**src/rtl/address_unit.sv**
```systemverilog
// Program counter and external address bus driver for the CPU core.
// Runs the two-byte reset-vector fetch before handing the bus to fetch/decode.
module address_unit #(
  parameter logic [15:0] RESET_VECTOR = 16'hFFFC,
  parameter bit          USE_VECTOR   = 1'b1,
  parameter logic [15:0] PC_RESET     = 16'h0000
) (
  input  logic        clk,
  input  logic        res,
  input  logic        rdy,
  input  logic        pc_enable,
  input  logic [1:0]  address_select,
  input  logic [15:0] memory_address,
  input  logic [7:0]  alu_result,
  input  logic        pc_load,
  input  logic [15:0] pc_load_value,
  input  logic [7:0]  data_in,
  output logic [15:0] address_out,
  output logic [15:0] pc_out,
  output logic        vector_busy
);

  typedef enum logic [1:0] {
    V_LO = 2'd0,
    V_HI = 2'd1,
    RUN  = 2'd2
  } state_e;

  localparam state_e RESET_STATE = USE_VECTOR ? V_LO : RUN;

  state_e      state_q;
  logic [15:0] pc_q, pc_d;
  logic [15:0] last_addr_q;
  logic        busy_q;
  logic [15:0] addr_d;

  // Address bus: vector addresses during the fetch, decoder-selected source afterwards.
  always_comb begin
    // NOTE: default assignment first so every path drives addr_d and no latch is inferred.
    addr_d = pc_q;
    case (state_q)
      V_LO: addr_d = RESET_VECTOR;
      V_HI: addr_d = RESET_VECTOR + 16'd1;
      RUN: begin
        case (address_select)
          2'd0:    addr_d = pc_q;
          2'd1:    addr_d = memory_address;
          2'd2:    addr_d = {8'h00, alu_result};
          2'd3:    addr_d = last_addr_q;
          default: addr_d = pc_q;
        endcase
      end
      default: addr_d = pc_q;
    endcase
  end

  // The vector bytes fill the PC directly; load/increment only apply once running.
  always_comb begin
    pc_d = pc_q;
    case (state_q)
      V_LO: pc_d[7:0]  = data_in;
      V_HI: pc_d[15:8] = data_in;
      default: begin
        if (pc_load)        pc_d = pc_load_value;
        else if (pc_enable) pc_d = pc_q + 16'd1;
      end
    endcase
  end

  always_ff @(posedge clk or negedge res) begin
    if (!res) begin
      state_q     <= RESET_STATE;
      pc_q        <= PC_RESET;
      last_addr_q <= RESET_VECTOR;
      busy_q      <= USE_VECTOR;
    end else if (rdy) begin
      // NOTE: non-blocking assignments so every register samples pre-edge values.
      pc_q        <= pc_d;
      last_addr_q <= addr_d;
      case (state_q)
        V_LO: state_q <= V_HI;
        V_HI: begin
          state_q <= RUN;
          busy_q  <= 1'b0;
        end
        default: state_q <= RUN;
      endcase
    end
  end

  assign address_out = addr_d;
  assign pc_out      = pc_q;
  assign vector_busy = busy_q;

endmodule

```
**config.mk**
```make
export PLATFORM = sky130hd
export DESIGN_NAME = address_unit
export DESIGN_NICKNAME = d
export VERILOG_FILES = /design/src/rtl/address_unit.sv
export SDC_FILE = /design/constraint.sdc
export NUM_CORES = 1
export LEC_CHECK = 0
export ABC_AREA = 1
export CAP_MARGIN = 0
export CORE_ASPECT_RATIO = 0.5
export CORE_UTILIZATION = 49
export CTS_BUF_LIST = sky130_fd_sc_hd__clkbuf_16
export DETAILED_ROUTE_END_ITERATION = 6
export GPL_TIMING_DRIVEN = 0
export HOLD_SLACK_MARGIN = 0.08
export MAX_ROUTING_LAYER = met4
export PLACE_DENSITY = 0.86
export RECOVER_POWER = 100
export SKIP_LAST_GASP = 1
export SLEW_MARGIN = 10
export SYNTH_ARGS = -nofsm -noshare
export SYNTH_HDL_FRONTEND = slang
export SYNTH_SLANG_ARGS = --single-unit
```
**constraint.sdc**
```tcl
create_clock -name clk -period 3 [get_ports clk]
set_input_delay 0.75 -clock clk [delete_from_list [all_inputs] [get_ports clk]]
set_output_delay 0.75 -clock clk [all_outputs]
set_load 0.1 [all_outputs]
```
Word level (Yosys, flattened, before mapping). Cells that the tools add are included.

Flip-flop bits (word level): 35. Input port bits: 55. Output and inout port bits: 33. Word-level logic and storage cells: 27.

Add/sub/neg operators: 1. Equal/unequal tests: 5. Mux-type cells: 7. Bitwise logic cells: 2. Reductions and logical operators: 7.

Operators by type and width (number): case mux 16 bit (4 select lines) (1); case mux 16 bit (3 select lines) (1); 2-to-1 mux 16 bit (2); case mux 8 bit (2 select lines) (2); adder 16 x 1 -> 16 bit (second input constant) (1); == test 2 bit (second input constant) (3); AND reduction 3 bit (2); nonzero test 3 bit (2); == test 2 x 1 -> 1 bit (second input constant) (2); logical NOT 2 bit (2); 2-to-1 mux 2 bit (1); inverter 1 bit (2); AND reduction 2 bit (1).

Longest topological paths before layout. Gate-level depths: netlist of run 1.

Depth after elaboration: 4. Gate-level depth with buffers: 9. Mapped depth without buffers: 8.

Worst setup path before layout of run 1. Ideal clock, no wire load.

Path kind: register to output. Start point: reg pc_q[1], in the netlist pc_out[1]. End point: out address_out[1]. Arrival: 3.426 ns. Required time: 2.250 ns. Path slack: -1.176 ns. Stages on the path, launching flop included: 3. Path buffers: 0. Cells stage by stage: dfrtp_1 inv_1 o31ai_1.

Longest elaborated chain between the ends: 2.

Ends and longest elaborated chain: from (decl) (line 32) `logic [15:0] pc_q, pc_d;`; from (signal assigned) (line 78) `pc_q <= pc_d;`; case mux 16 bit (4 select lines) (line 45) `case (address_select)`; case mux 16 bit (3 select lines) (*) (line 41) `case (state_q)`; to (decl) (line 18) `output logic [15:0] address_out,`.

Every way passes the cells marked *; elsewhere a longest branch is shown, timed or not.

Final worst setup path of run 1.
Start point: in address_select[0]. End point: out address_out[3].

Longest elaborated chain between the ends: 3. Elaborated cells on any way between the ends: 6. Those cells by class: eq/ne: 3; mux: 2; reduce/logical: 1.

Ends and longest elaborated chain: from (decl) (line 12) `input logic [1:0] address_select,`; == test 2 bit (tied with other cells) (line 45); case mux 16 bit (4 select lines) (*) (line 45); case mux 16 bit (3 select lines) (*) (line 41).

Marked as above.

==> results.toml, run 1 <==
[drt]
drt_first_iter_violations = 187
detail-route-antenna-nets = 0
drc_errors = 0
viasPerCell = 5.480
drt-wirelength-per-cell_um = 15.12
first_pass_iters = 5
drt_wl_total_um = 8496
num_vias = 3080

[synthesis]
synth-seq-cells = 35
ys_types = 33
synth_top_area_cell = "nand2_1"
netlist_area_sq_um = 2542
synth-warning-count = 0
yosysTopAreaCellShare_pct = 22.59
synth_cells = 394
synthFlopType = "dfrtp_1"
synth.yosys.seq_area_share_pct = 35.19
synth-edff-count = 0
synth_area_leaders = "nand2_1 23%, dfrtp_1 20%, dfstp_2 16%"
ys_async_sr_fraction_pct = 100.0
syn-num-nets = 450
postSynthAreaPerCell_sq_um = 6.453

[critical_path]
endpoint_kind = "primary output"
reg2reg_slack_ns = 1.16
setup.worst_path.end = "address_out[3]"
r2r-start = "state_q[1]"
startpoint_type = "input port"
critPathKind = "in -> out"
arrival_ns = 2.15
r2r-end = "pc_out[8]"
required_ns = 2.25
crit_path_max_fanout = 10
startpoint = "address_select[0]"
r2r_cells = 7

[power]
ir_drop_mv = 0.3472
powerDensity_nw_per_um2 = 583.8
fin_total_pwr_w = 0.002169
leakage_nw = 1.809

[cells_and_area]
final_nets = 547
final_core_util_pct = 74.97
area_delta_synth_final_pct = 46.11
seqCellArea_sq_um = 894.6
n_antenna_cell = 0
drive_gt1_share_pct = 14.02
multi_input_area_sq_um = 1456
nFillCells = 399

[outcome]
status = "finished, violations left"
violations = "max-capacitance violations, max-slew violations"

[clock_tree]
clock_latency_ns = 0.29
ctsHoldBuffers = 0
cts_sinks = 35
htreeDepth = 2
path_clk_slew_ns = 0.06
cts_tree = "yes"
clockRootBuffer = "clkbuf_16"
clk_path_buf_depth = 2
cts_buffers = 5

[global_route]
grtUsageTotal_pct = 33.25
antenna_found_initial = 0
overflow = 0
grt_pass1_wl_um = 13450
grt_max_degree = 36
first_global_vias = 2812

[sta]
setup_ws_ns = 0.09577
fin_skew_ns = 0.003193
fin_tns_setup_ns = 0
relSlewSlack_pct = -32.28
finalSetupViolCount = 0
hold_violations = 0
hold_slack_ns = 0.4687
max_freq_mhz = 344.3
period_needed_ns = 2.904
maxSlewViolCount = 36
timing.final.crit_share_pct = 96.81
worstMarginPinSlew_ns = 1.984
rsz0062_at_grt = "no"

[floorplan]
fp.dieArea_sq_um = 5498
io_pins = 88
initial_core_util_pct = 51.31
die_w_um = 103.9
coreArea_sq_um = 4955
row_count = 18
die_y_um = 52.94

[placement]
io_buffer_count = 87
routabilityCongestion = 0.9441
detailed_place_hpwl_um = 5959
pre_cts_ws_ns = -1.058

[flow_run]
max_cap_viol_count = 1

[worst_hold_path]
hp-class = "reg -> reg"
[power by group]
group	total [W]	switching (W)	internal (W)
combinational	0.000978	0.000721	0.000257
sequential	0.000620	0.0000657	0.000554
clock	0.000570	0.000216	0.000354
total	0.00217	0.00100	0.00117
[worst max-delay path, cell delays in order]
cell and delay, ns:
dlygate4sd2_1 0.29, nor2_1 0.18, inv_1 0.11, nand2_4 0.11, inv_4 0.09, buf_6 0.16, o211ai_2 0.20, buf_6 0.26
[through the flow]
step,area (sq um),instances
2_1_floorplan,2582,394
3_3_place_gp,3541,551
3_5_place_dp,3536,551
4_1_cts,3755,562
5_1_grt,3715,562
6_report,3715,562
[final cells by class]
type                            instances  share of cell area, %
Clock buffer                            6                  4.042
Timing Repair Buffer                   90                  23.85
Sequential cell                        35                  24.08
Inverter                               39                  4.008
Tap cell                               70                  2.358
Multi-Input combinational cell        306                  39.21
Buffer                                 14                  2.223
Clock inverter                          2                 0.2358
[flip-flops by register name, indices dropped and copies added (netlist names)]
signal and cells:
state_q 2, pc_out 16, last_addr_q 16, vector_busy 1
[layer usage]
metal	wire, um	part of all wire [%]	vias to the layer above	GRT usage (%)
met2	3822	45	156	55.00
met5	0	0	-	-
met4	112	1.3	0	9.524
li1	-	-	1472	-
met1	3811	45	1430	42.30
met3	750	8.8	22	6.773
[placed cells by master (no fill, tap or decap), types with 2 or more instances in the layout]
cell	instances
o211ai_1	4
nand3_1	34
dlygate4sd3_1	19
inv_1	34
buf_2	3
clkbuf_1	8
inv_2	4
clkdlybuf4s50_1	49
o21ai_0	24
nand4_1	5
a21boi_1	2
dfstp_2	15
buf_12	2
clkbuf_16	6
o211ai_2	4
nand2_1	153
xor2_1	2
dlygate4sd2_1	2
a22oi_1	2
buf_4	6
a21boi_0	4
a31oi_1	3
clkbuf_4	6
o21ai_2	7
a21oi_1	18
buf_6	8
dfrtp_1	20
nor2_1	32
[Yosys cell counts, types with 3 or more instances]
cell and instances:
o211ai_2 4, a21oi_1 18, a31oi_1 3, inv_1 34, nand3_1 32, nand2_1 153, inv_2 5, dfstp_2 15
nand4_1 5, a21boi_1 6, o21ai_0 26, clkbuf_1 6, dfrtp_1 20, o211ai_1 4, nor2_1 32, buf_2 4
o21ai_1 5
[worst min-delay path by stage]
stage                         start         endpoint  slack [ns]  cells past startpoint
CTS                  last_addr_q[8]   last_addr_q[8]        0.47                      2
global route         last_addr_q[4]   last_addr_q[4]        0.48                      2
detailed placement   last_addr_q[8]   last_addr_q[8]        0.46                      2
floorplan                       res   last_addr_q[0]        0.45                      0
finish              last_addr_q[12]  last_addr_q[12]        0.47                      2
global placement     last_addr_q[4]   last_addr_q[4]        0.45                      2
[logic make-up after synthesis]
group | after synthesis | share of synthesized area, %
AOI/OAI and AO/OA | 73 | 17.47
xor gates and xnor gates | 2 | 0.6891
adders and majority gates | 1 | 0.4920
buffers and inverters | 53 | 8.907
DFF | 35 | 35.19
and+or+nand+nor | 230 | 37.25
[repair_timing]
action,in CTS,in global routing
endpoints found under the setup margin,16,0
buffers inserted,3,0
gates resized for setup,119,0
Power figures use the tool's default switching activity.
==> inputs of run 2 (changes only) <==
Settings changed: CAP_MARGIN 0 to 20.
==> results of run 2 <==
No change in the layout: final DEF, timing and power equal those of run 1.
